[src/rtl/inst_prefetch_unit_if.sv]
// inst_prefetch_unit_if: fetch control, instruction-memory and decode-side signals of the prefetch unit
interface inst_prefetch_unit_if;
  logic        halt;
  logic        redirect;
  logic [31:0] redirect_pc;
  logic        imem_req;
  logic [31:0] imem_addr;
  logic        imem_gnt;
  logic        imem_rvalid;
  logic [31:0] imem_rdata;
  logic        inst_valid;
  logic [31:0] inst_data;
  logic [31:0] inst_pc;
  logic        inst_ready;
  modport master (
    input  halt, redirect, redirect_pc, imem_gnt, imem_rvalid, imem_rdata, inst_ready,
    output imem_req, imem_addr, inst_valid, inst_data, inst_pc
  );
  modport slave (
    output halt, redirect, redirect_pc, imem_gnt, imem_rvalid, imem_rdata, inst_ready,
    input  imem_req, imem_addr, inst_valid, inst_data, inst_pc
  );
endinterface

[src/rtl/inst_prefetch_unit.sv]
// inst_prefetch_unit: credit-limited instruction prefetch FIFO with redirect flush and stale-response drop
module inst_prefetch_unit #(
  parameter int          DEPTH    = 4,
  parameter logic [31:0] RESET_PC = 32'h0000_0000
) (
  input logic ck_ref,
  input logic rst,
  inst_prefetch_unit_if.master bus
);
  localparam int AW = $clog2(DEPTH);
  localparam int CW = AW + 1;
  logic [31:0]   fetch_pc, resp_pc;
  logic [CW-1:0] count, pending, drop;
  logic [AW-1:0] rd_ptr, wr_ptr;
  logic [31:0]   data_q [DEPTH];
  logic [31:0]   pc_q [DEPTH];
  logic [CW+1:0] used;
  logic          grant, push, stale, pop, err_rv;
  logic [31:0]   redir_pc;
  always_comb begin
    used           = (CW+2)'(count) + (CW+2)'(pending) + (CW+2)'(drop);
    bus.imem_req   = !rst && !bus.halt && !bus.redirect && (used < (CW+2)'(DEPTH));
    bus.imem_addr  = fetch_pc;
    bus.inst_valid = count != '0;
    bus.inst_data  = bus.inst_valid ? data_q[rd_ptr] : 32'h0000_0013;
    bus.inst_pc    = bus.inst_valid ? pc_q[rd_ptr] : 32'h0;
    grant          = bus.imem_req && bus.imem_gnt;
    stale          = bus.imem_rvalid && drop != '0;
    push           = bus.imem_rvalid && drop == '0 && pending != '0;
    pop            = bus.inst_valid && bus.inst_ready && !bus.halt;
    err_rv         = bus.imem_rvalid && drop == '0 && pending == '0;
    redir_pc       = {bus.redirect_pc[31:2], 2'b00};
  end
  always_ff @(posedge ck_ref) begin
    if (rst) begin
      fetch_pc <= RESET_PC;
      resp_pc  <= RESET_PC;
      count    <= '0;
      pending  <= '0;
      drop     <= '0;
      rd_ptr   <= '0;
      wr_ptr   <= '0;
    end else if (bus.redirect) begin
      fetch_pc <= redir_pc;
      resp_pc  <= redir_pc;
      count    <= '0;
      pending  <= '0;
      rd_ptr   <= '0;
      wr_ptr   <= '0;
      // a response arriving now retires one outstanding request, live or stale
      drop     <= drop + pending - CW'(bus.imem_rvalid && !err_rv);
    end else begin
      if (grant) fetch_pc <= fetch_pc + 32'd4;
      if (push) begin
        resp_pc <= resp_pc + 32'd4;
        wr_ptr  <= wr_ptr + 1'b1;
      end
      if (pop) rd_ptr <= rd_ptr + 1'b1;
      count   <= count + CW'(push) - CW'(pop);
      pending <= pending + CW'(grant) - CW'(push);
      drop    <= drop - CW'(stale);
    end
  end
  always_ff @(posedge ck_ref) begin
    if (!rst && !bus.redirect && push) begin
      data_q[wr_ptr] <= bus.imem_rdata;
      pc_q[wr_ptr]   <= resp_pc;
    end
  end
endmodule

[src/flat_wrapper.sv]
// flat-port wrapper written by rule: the top's interface ports become plain ports
module inst_prefetch_unit_flat 
#(
  parameter int          DEPTH    = 4,
  parameter logic [31:0] RESET_PC = 32'h0000_0000
)
  (ck_ref, rst, bus_halt, bus_redirect, bus_redirect_pc, bus_imem_gnt, bus_imem_rvalid, bus_imem_rdata, bus_inst_ready, bus_imem_req, bus_imem_addr, bus_inst_valid, bus_inst_data, bus_inst_pc);
  inst_prefetch_unit_if bus_i ();
  input logic ck_ref;
  input logic rst;
  input wire logic [$bits(bus_i.halt)-1:0] bus_halt;
  input wire logic [$bits(bus_i.redirect)-1:0] bus_redirect;
  input wire logic [$bits(bus_i.redirect_pc)-1:0] bus_redirect_pc;
  input wire logic [$bits(bus_i.imem_gnt)-1:0] bus_imem_gnt;
  input wire logic [$bits(bus_i.imem_rvalid)-1:0] bus_imem_rvalid;
  input wire logic [$bits(bus_i.imem_rdata)-1:0] bus_imem_rdata;
  input wire logic [$bits(bus_i.inst_ready)-1:0] bus_inst_ready;
  output wire logic [$bits(bus_i.imem_req)-1:0] bus_imem_req;
  output wire logic [$bits(bus_i.imem_addr)-1:0] bus_imem_addr;
  output wire logic [$bits(bus_i.inst_valid)-1:0] bus_inst_valid;
  output wire logic [$bits(bus_i.inst_data)-1:0] bus_inst_data;
  output wire logic [$bits(bus_i.inst_pc)-1:0] bus_inst_pc;
  assign bus_i.halt = bus_halt;
  assign bus_i.redirect = bus_redirect;
  assign bus_i.redirect_pc = bus_redirect_pc;
  assign bus_i.imem_gnt = bus_imem_gnt;
  assign bus_i.imem_rvalid = bus_imem_rvalid;
  assign bus_i.imem_rdata = bus_imem_rdata;
  assign bus_i.inst_ready = bus_inst_ready;
  assign bus_imem_req = bus_i.imem_req;
  assign bus_imem_addr = bus_i.imem_addr;
  assign bus_inst_valid = bus_i.inst_valid;
  assign bus_inst_data = bus_i.inst_data;
  assign bus_inst_pc = bus_i.inst_pc;
  inst_prefetch_unit #(.DEPTH(DEPTH), .RESET_PC(RESET_PC)) u_core (.ck_ref(ck_ref), .rst(rst), .bus(bus_i));
endmodule
[config.mk]
export PLATFORM = sky130hd
export DESIGN_NAME = inst_prefetch_unit_flat
export DESIGN_NICKNAME = d
export VERILOG_FILES = /design/src/rtl/inst_prefetch_unit_if.sv /design/src/rtl/inst_prefetch_unit.sv /design/src/flat_wrapper.sv
export SDC_FILE = /design/constraint.sdc
export NUM_CORES = 1
export LEC_CHECK = 0
export BUFFER_PORTS_ARGS = -buffer_cell sky130_fd_sc_hd__buf_2
export CAP_MARGIN = 5
export CORE_ASPECT_RATIO = 0.5
export CORE_UTILIZATION = 39
export DETAILED_ROUTE_END_ITERATION = 16
export PLACE_DENSITY = 0.57
export SLEW_MARGIN = 30
export SYNTH_ARGS = -nofsm -noshare
export SYNTH_HDL_FRONTEND = slang
export SYNTH_SLANG_ARGS = --single-unit
[constraint.sdc]
create_clock -name ck_ref -period 6.2 [get_ports ck_ref]
set_clock_uncertainty 0.15 [all_clocks]
set_input_delay 0.62 -clock ck_ref [delete_from_list [all_inputs] [get_ports ck_ref]]
set_output_delay 0.62 -clock ck_ref [all_outputs]
set_load 0.05 [all_outputs]
==> impl_table.tex, run 1 <==
\begin{tabular}{lr}
\hline
Metric & Value \\
\hline
\multicolumn{2}{l}{\textbf{Finish}} \\
\quad Post-layout util & 46.96\% \\
\quad Layout Nets & 1,196 \\
\quad Final Instance Area & 0.01625 sq mm \\
\quad Fraction of final layout cells with drive strength greater than 1 & 27.20\% \\
\quad Area added between synthesis and finish & 18.14\% \\
\quad Final Non-Filler Cells & 1,600 \\
\quad Total inserted antenna cells & 0 \\
\multicolumn{2}{l}{\textbf{Global route}} \\
\quad Number of antenna violations at the first check in global routing & 1 \\
\quad Number of global-route vias before repair & 8,548 \\
\quad GRT Util Overall & 17.27\% \\
\quad Global route overflow & 0 \\
\quad Wire length of the first global-routing pass & 48,110 um \\
\quad Pin count of the biggest net entering global routing & 65 \\
\multicolumn{2}{l}{\textbf{Critical path}} \\
\quad Largest driver fanout on the critical path & 13 \\
\quad Setup slack of the worst register-to-register path & 2.36 ns \\
\quad CP startpoint kind & register \\
\quad Critical path class & reg2out \\
\quad Critical Path Sink Type & output pin \\
\quad Endpoint arrival time on the critical path & 3.43 ns \\
\quad Data required time at the worst endpoint & 5.43 ns \\
\multicolumn{2}{l}{\textbf{Logic synthesis}} \\
\quad Synth warn & 0 \\
\quad Synth cell types & 55 \\
\quad Flip-flop cell with the highest count after synthesis & edfxtp\_1 \\
\quad Most frequently used cell type in the post-synthesis netlist & edfxtp\_1 \\
\quad Synth area leader & edfxtp\_1 \\
\quad Count of mapped cells out of synthesis & 937 \\
\quad Mean post-synth cell area & 14.68 sq um \\
\quad Part of the Yosys area used for sequential elements & 65.08\% \\
\quad Largest cells by area after synthesis & edfxtp\_1 (54\%), dfxtp\_1 (11\%), mux4\_2 (10\%) \\
\quad Top cells by count, synth & edfxtp\_1 (248), dfxtp\_1 (75), mux4\_2 (62) \\
\quad Async set-reset flop share out of synthesis & 0\% \\
\quad Post-synthesis register bit count & 323 \\
\quad Top-area cell type share of the netlist area & 54.16\% \\
\quad Synthesized cell area & 0.01375 sq mm \\
\quad Number of enable flip-flop cells after synthesis & 248 \\
\multicolumn{2}{l}{\textbf{Placement}} \\
\quad Placed Instances & 1,543 \\
\quad Placer Congestion & 0.8079 \\
\quad Post-placement setup slack & 1.971 ns \\
\quad Detailed-placement wirelength estimate & 20,040 um \\
\quad Port Buf Inserts & 162 \\
\quad Placement Cell Area & 0.01510 sq mm \\
\multicolumn{2}{l}{\textbf{Timing}} \\
\quad Max-slew headroom at the worst pin & 33.08\% \\
\quad Worst hold-check slack & 0.1318 ns \\
\quad Final-layout setup total negative slack & 0 ns \\
\quad Fraction of the cycle the final worst path needs & 67.76\% \\
\quad RSZ-0062 raised after global routing & no \\
\quad Pins over their slew limit & 0 \\
\quad Final setup violation count & 0 \\
\quad Tightest Pin Transition & 0.9947 ns \\
\quad Final hold vios & 0 \\
\quad Fin worst setup slack & 1.999 ns \\
\quad Minimum clock period after layout & 4.201 ns \\
\quad Top achievable clock speed & 0.2380 GHz \\
\multicolumn{2}{l}{\textbf{Detailed routing}} \\
\quad Vias post-DR & 8,434 \\
\quad Per-cell routed wire length & 19.56 um \\
\quad Total routed wirelength & 31,300 um \\
\quad Detailed router's first-iteration violation count & 563 \\
\quad Remaining design rule violation count & 0 \\
\quad Via density & 5.271 \\
\quad Number of nets with antenna violations after detailed routing & 0 \\
\quad TritonRoute pass-1 iters & 5 \\
\multicolumn{2}{l}{\textbf{Clock tree}} \\
\quad CTS H-tree depth & 1 \\
\quad TritonCTS clock tree & done \\
\quad Worst-Skew Late Latency & 0.56 ns \\
\quad Worst-path clk slew & 0.07 ns \\
\quad Hold\_buf cts & 0 \\
\quad Post-CTS resize count & 0 \\
\quad Total clock sinks & 323 \\
\quad TritonCTS buffer count & 30 \\
\quad CTS max path bufs & 3 \\
\quad Post-CTS Repair Setup Buffers & 0 \\
\quad Root cell of the clock tree & clkbuf\_16 \\
\multicolumn{2}{l}{\textbf{Floorplanning}} \\
\quad Number of rows created at floorplan & 48 \\
\quad Starting utilization of the core area & 39.75\% \\
\quad Vertical die dimension & 134.8 um \\
\quad Die outline area & 0.03606 sq mm \\
\quad Number of I/O pins & 169 \\
\quad Floorplan die width & 267.6 um \\
\quad Placeable core region & 0.03459 sq mm \\
\multicolumn{2}{l}{\textbf{Power and ir drop}} \\
\quad Final Total Pwr & 4.816 mW \\
\quad Areal power density over the cells & 296.4 mW/mm\^{}2 \\
\quad Peak supply drop & 0.2314 mV \\
\quad Leak Pwr & 5.666 nW \\
\multicolumn{2}{l}{\textbf{Worst hold path}} \\
\quad Worst Hold Class & in2reg \\
\multicolumn{2}{l}{\textbf{Status}} \\
\quad Status & complete, no violations \\
\multicolumn{2}{l}{\textbf{Job}} \\
\quad Maxcap violations & 0 \\
\hline
\end{tabular}
-- critical path: stages (launching register included) --
cell and delay (ns):
dfxtp_1 0.34, ha_1 0.23, fa_1 0.38, xor2_1 0.16
ha_1 0.29, or4_4 0.43, a2111oi_4 0.47, buf_4 0.28
buf_2 0.29
-- cell usage in the layout (no fill, tap or decap), types with 16 or more instances in the layout --
cell type / count
edfxtp_1: 248
buf_2: 162
dfxtp_1: 73
mux4_2: 62
nor2b_1: 61
nand2_1: 46
nor2_1: 45
inv_1: 37
nand3_1: 33
clkbuf_16: 31
nand4_1: 28
xnor2_1: 22
a21oi_1: 22
ha_1: 20
xor2_1: 19
buf_4: 17
a21boi_0: 16
-- worst paths after layout --
| kind | startpoint | end | depth (start not counted) |
|---|---|---|---|
| max | u_core.pending[0] | bus_imem_req | 8 |
| min | bus_imem_rdata[31] | u_core.data_q[2][31] | 1 |
| max reg2reg | u_core.pending[0] | u_core.bus.imem_addr[31] | 10 |
| min reg2reg | u_core.wr_ptr[1] | u_core.wr_ptr[1] | 2 |
-- cell type report --
class / instances / area (sq um)
Clock buffer: 35 / 800.8
Clock inverter: 21 / 337.8
Fill cell: 3082 / 18350
Inverter: 38 / 142.6
Multi-Input combinational cell: 529 / 4478
Sequential cell: 323 / 8954
Tap cell: 475 / 594.3
Timing Repair Buffer: 179 / 938.4
-- sequential cells by signal, indices dropped and copies added (netlist names), named ones only --
signal and flops:
u_core.count 3, u_core.pending 3, u_core.bus.imem_addr 30, u_core.drop 3, u_core.data_q 128, u_core.resp_pc 30, u_core.pc_q 120, u_core.rd_ptr 2
u_core.wr_ptr 2
-- per-layer routing --
metal	share of wire (%)	GRT usage, %	vias up
met3	4.0	2.863	41
li1	-	-	3915
met1	45	23.01	4291
met2	49	29.68	185
met5	0.042	0	-
met4	1.8	4.000	2
-- where the power goes --
group | switching, mW | internal (mW)
clock network | 0.804 | 1.30
registers | 0.0601 | 2.36
logic | 0.186 | 0.103
-- logic make-up (layout without fill, tap and decap cells) --
family,count (synthesis),after routing,share of synthesized area [%]
adder cells (fa/ha/maj),24,24,2.402
buffers and inverters,88,273,2.539
AO/OA/AOI/OAI,105,105,5.578
AND/OR/NAND/NOR,291,291,11.47
XOR/XNOR,41,41,2.611
other,1,4,0.02727
multiplexers,64,64,10.30
flip-flops,323,323,65.08
Power figures use the tool's default switching activity.
==> inputs of run 2 (changes only) <==
Settings changed: ABC_AREA set to 1.
Clock period 6.2 ns to 4.3 ns, I/O delays scaled along.
==> run 2 against run 1 <==
Effect of this change: hold slack lost 0.10 ns; non-clock buffer count grew 36; setup slack lost 0.99 ns; clock power grew 35%; final area grew 7.7%; final cell count grew 40%; sequential power grew 43%.
==> impl_table.tex, run 2 <==
\begin{tabular}{lr}
\hline
Metric & Value \\
\hline
\multicolumn{2}{l}{\textbf{Clock tree}} \\
\quad CTS max path bufs & 3 (unchanged) \\
\quad Total clock sinks & 323 (unchanged) \\
\quad Post-CTS resize count & 0 (unchanged) \\
\quad TritonCTS clock tree & done \\
\quad Root cell of the clock tree & clkbuf\_16 \\
\quad Hold\_buf cts & 37 (+37) \\
\quad Post-CTS Repair Setup Buffers & 0 (unchanged) \\
\quad CTS H-tree depth & 1 (unchanged) \\
\quad Worst-Skew Late Latency & 0.58 ns (+0.02 ns) \\
\quad Worst-path clk slew & 0.06 ns (about the same) \\
\quad TritonCTS buffer count & 30 (unchanged) \\
\multicolumn{2}{l}{\textbf{Timing}} \\
\quad Final setup violation count & 0 (unchanged) \\
\quad Minimum clock period after layout & 3.290 ns \\
\quad Max-slew headroom at the worst pin & 40.46\% (+7.4 points) \\
\quad Tightest Pin Transition & 0.8931 ns (-0.1015 ns) \\
\quad Final hold vios & 0 (unchanged) \\
\quad Fraction of the cycle the final worst path needs & 76.52\% \\
\quad RSZ-0062 raised after global routing & no \\
\quad Top achievable clock speed & 0.3039 GHz \\
\quad Final-layout setup total negative slack & 0 ns (unchanged) \\
\quad Pins over their slew limit & 0 (unchanged) \\
\multicolumn{2}{l}{\textbf{Critical path}} \\
\quad Endpoint arrival time on the critical path & 2.71 ns (-0.72 ns) \\
\quad Data required time at the worst endpoint & 3.72 ns (-1.71 ns) \\
\quad Worst path buffer plus inverter count & 2 (unchanged) \\
\quad Highest cell delay on the worst timing path & 0.39 ns (-0.08 ns) \\
\quad CP startpoint kind & register \\
\quad Highest-delay cell along the critical path & fa\_1 \\
\quad Cell breakdown of the critical path & ha\_1 > fa\_1 > xor2\_1 > ha\_1 > inv\_1 > nand2\_1 > nor2\_8 > nand2\_2 > nor2\_1 > buf\_2 \\
\quad Cell occurring most often along the worst timing path & ha\_1 \\
\quad Setup slack of the worst register-to-register path & 1.28 ns (-1.08 ns) \\
\quad Dominant delay contributor by cell family on the critical path & adder cells \\
\quad Critical path class & reg2out \\
\quad Largest driver fanout on the critical path & 3 (-10) \\
\quad Critical Path Sink Type & output pin \\
\multicolumn{2}{l}{\textbf{Global route}} \\
\quad Number of global-route vias before repair & 10,830 (+27\%) \\
\quad Pin count of the biggest net entering global routing & 87 (+34\%) \\
\quad Number of antenna violations at the first check in global routing & 0 (-1) \\
\quad Wire length of the first global-routing pass & 59,280 um (+23\%) \\
\quad Global route overflow & 0 (unchanged) \\
\quad GRT Util Overall & 19.55\% (+2.3 points) \\
\multicolumn{2}{l}{\textbf{Finish}} \\
\quad Final Instance Area & 0.01750 sq mm (+7.7\%) \\
\quad Fraction of final layout cells with drive strength greater than 1 & 15.01\% (-12 points) \\
\quad Filler cell count in the final layout & 3,480 (+13\%) \\
\quad Highest-count cells in the layout ignoring fill and taps & nor2\_1 (333), edfxtp\_1 (248), nand2\_1 (239), o21ai\_0 (167), buf\_2 (162) \\
\quad Max reg flops & 128 (unchanged) \\
\quad Total inserted antenna cells & 0 (unchanged) \\
\quad Regs by FF count & u\_core.data\_q: 128 flops, u\_core.pc\_q: 120 flops \\
\quad Largest reg by FF count & u\_core.data\_q \\
\quad Final Non-Filler Cells & 2,236 (+40\%) \\
\quad Area added between synthesis and finish & 18.75\% \\
\quad Most common library cell in the layout ignoring fill and taps & nor2\_1 \\
\quad Layout Nets & 1,825 (+53\%) \\
\multicolumn{2}{l}{\textbf{Placement}} \\
\quad Placed Instances & 2,145 (+39\%) \\
\quad Port Buf Inserts & 162 (unchanged) \\
\quad Detailed-placement wirelength estimate & 23,460 um (+17\%) \\
\quad Placer Congestion & 0.8692 (+7.6\%) \\
\quad Placement Cell Area & 0.01608 sq mm (+6.5\%) \\
\multicolumn{2}{l}{\textbf{Logic synthesis}} \\
\quad Part of the Yosys area used for sequential elements & 60.73\% (-4.3 points) \\
\quad Mean post-synth cell area & 9.512 sq um (-35\%) \\
\quad Async set-reset flop share out of synthesis & 0\% (unchanged) \\
\quad Synthesized cell area & 0.01473 sq mm (+7.2\%) \\
\quad Post-synthesis register bit count & 323 (unchanged) \\
\quad Top-area cell type share of the netlist area & 50.54\% (-3.6 points) \\
\quad Largest cells by area after synthesis & edfxtp\_1 (51\%), dfxtp\_1 (10\%), nor2\_1 (8.6\%) \\
\quad Number of enable flip-flop cells after synthesis & 248 (unchanged) \\
\quad Most frequently used cell type in the post-synthesis netlist & nor2\_1 \\
\quad Count of mapped cells out of synthesis & 1,549 (+65\%) \\
\quad Top cells by count, synth & nor2\_1 (338), edfxtp\_1 (248), nand2\_1 (239) \\
\quad Synth area leader & edfxtp\_1 \\
\quad Synth cell types & 43 (-22\%) \\
\quad Flip-flop cell with the highest count after synthesis & edfxtp\_1 \\
\quad Synth warn & 0 (unchanged) \\
\multicolumn{2}{l}{\textbf{Worst hold path}} \\
\quad Worst Hold Class & in2reg \\
\multicolumn{2}{l}{\textbf{Power and ir drop}} \\
\quad Leak Pwr & 6.665 nW (+18\%) \\
\quad Areal power density over the cells & 384.2 mW/mm\^{}2 (+30\%) \\
\quad Final Total Pwr & 6.723 mW (+40\%) \\
\quad Peak supply drop & 0.2467 mV (+6.6\%) \\
\multicolumn{2}{l}{\textbf{Detailed routing}} \\
\quad TritonRoute pass-1 iters & 7 (+2) \\
\quad Remaining design rule violation count & 0 (unchanged) \\
\quad Vias post-DR & 11,270 (+34\%) \\
\quad Number of nets with antenna violations after detailed routing & 0 (unchanged) \\
\quad Per-cell routed wire length & 17.03 um (-13\%) \\
\quad Total routed wirelength & 38,080 um (+22\%) \\
\quad Via density & 5.038 (-4.4\%) \\
\quad Detailed router's first-iteration violation count & 803 (+43\%) \\
\multicolumn{2}{l}{\textbf{Floorplanning}} \\
\quad Starting utilization of the core area & 40.32\% (+0.57 points) \\
\quad Die outline area & 0.03861 sq mm (+7.1\%) \\
\quad Number of I/O pins & 169 (unchanged) \\
\quad Vertical die dimension & 139.4 um (+3.5\%) \\
\quad Floorplan die width & 276.9 um (+3.5\%) \\
\quad Placeable core region & 0.03654 sq mm (+5.6\%) \\
\quad Number of rows created at floorplan & 49 (+2.1\%) \\
\multicolumn{2}{l}{\textbf{Status}} \\
\quad Status & complete, no violations \\
\multicolumn{2}{l}{\textbf{Job}} \\
\quad Maxcap violations & 0 (unchanged) \\
\hline
\end{tabular}
[run 2: worst paths after layout]
| path | cells after the start | start | endpoint |
|---|---|---|---|
| max | 10 | u_core.count[0] | bus_imem_req |
| min | 3 | bus_redirect_pc[5] | u_core.resp_pc[5] |
| min reg2reg | 2 | u_core.rd_ptr[1] | register |
| max reg2reg | 15 | u_core.count[0] | u_core.pending[2] |
[run 2: cell type report]
type | count | area, sq um | share of cell area [%]
clock buffers | 32 | 758.2 | 4.334
multi-input cells | 1050 | 5079 | 29.03
clock inverters | 22 | 285.3 | 1.630
flip-flops and latches | 323 | 8954 | 51.17
repair buffers | 215 | 1389 | 7.938
well taps | 484 | 605.6 | 3.461
inverters | 110 | 426.7 | 2.438
[run 2: cell families after synthesis]
group / after synthesis / share of synthesized area [%]
buf+inv: 179 / 5.137
compound gates: 294 / 10.33
simple gates: 704 / 20.11
flops: 323 / 60.73
xor+xnor: 24 / 1.427
other cells: 1 / 0.02545
fa+ha+maj: 24 / 2.242
[run 2: where the power goes]
part	total (mW)	internal, mW	switching, mW
clock network	2.83	1.64	1.19
logic	0.423	0.146	0.276
registers	3.47	3.40	0.0777
[run 2: routing by layer]
layer / part of all wire, % / GRT usage [%] / vias up
met3: 4.1 / 3.022 / 59
li1: - / - / 5598
met4: 2.4 / 5.263 / 0
met5: 0 / 0 / -
met1: 46 / 26.29 / 5388
met2: 47 / 32.98 / 221
[run 2: tightest hold or removal path, stage by stage]
cell and delay (ns):
buf_2 0.11, nand2_1 0.09, o21ai_0 0.08
[run 2: per-stage QoR]
stage	util (%)	hold WS [ns]	setup slack, ns
CTS	47.88	0.009007	0.9718
detailed placement	44.01	0.3070	1.092
global route	47.88	0.03747	0.8016
global placement	44.01	0.3034	1.096
floorplan	-	0.2864	-0.1059
finish	47.88	0.02948	1.010
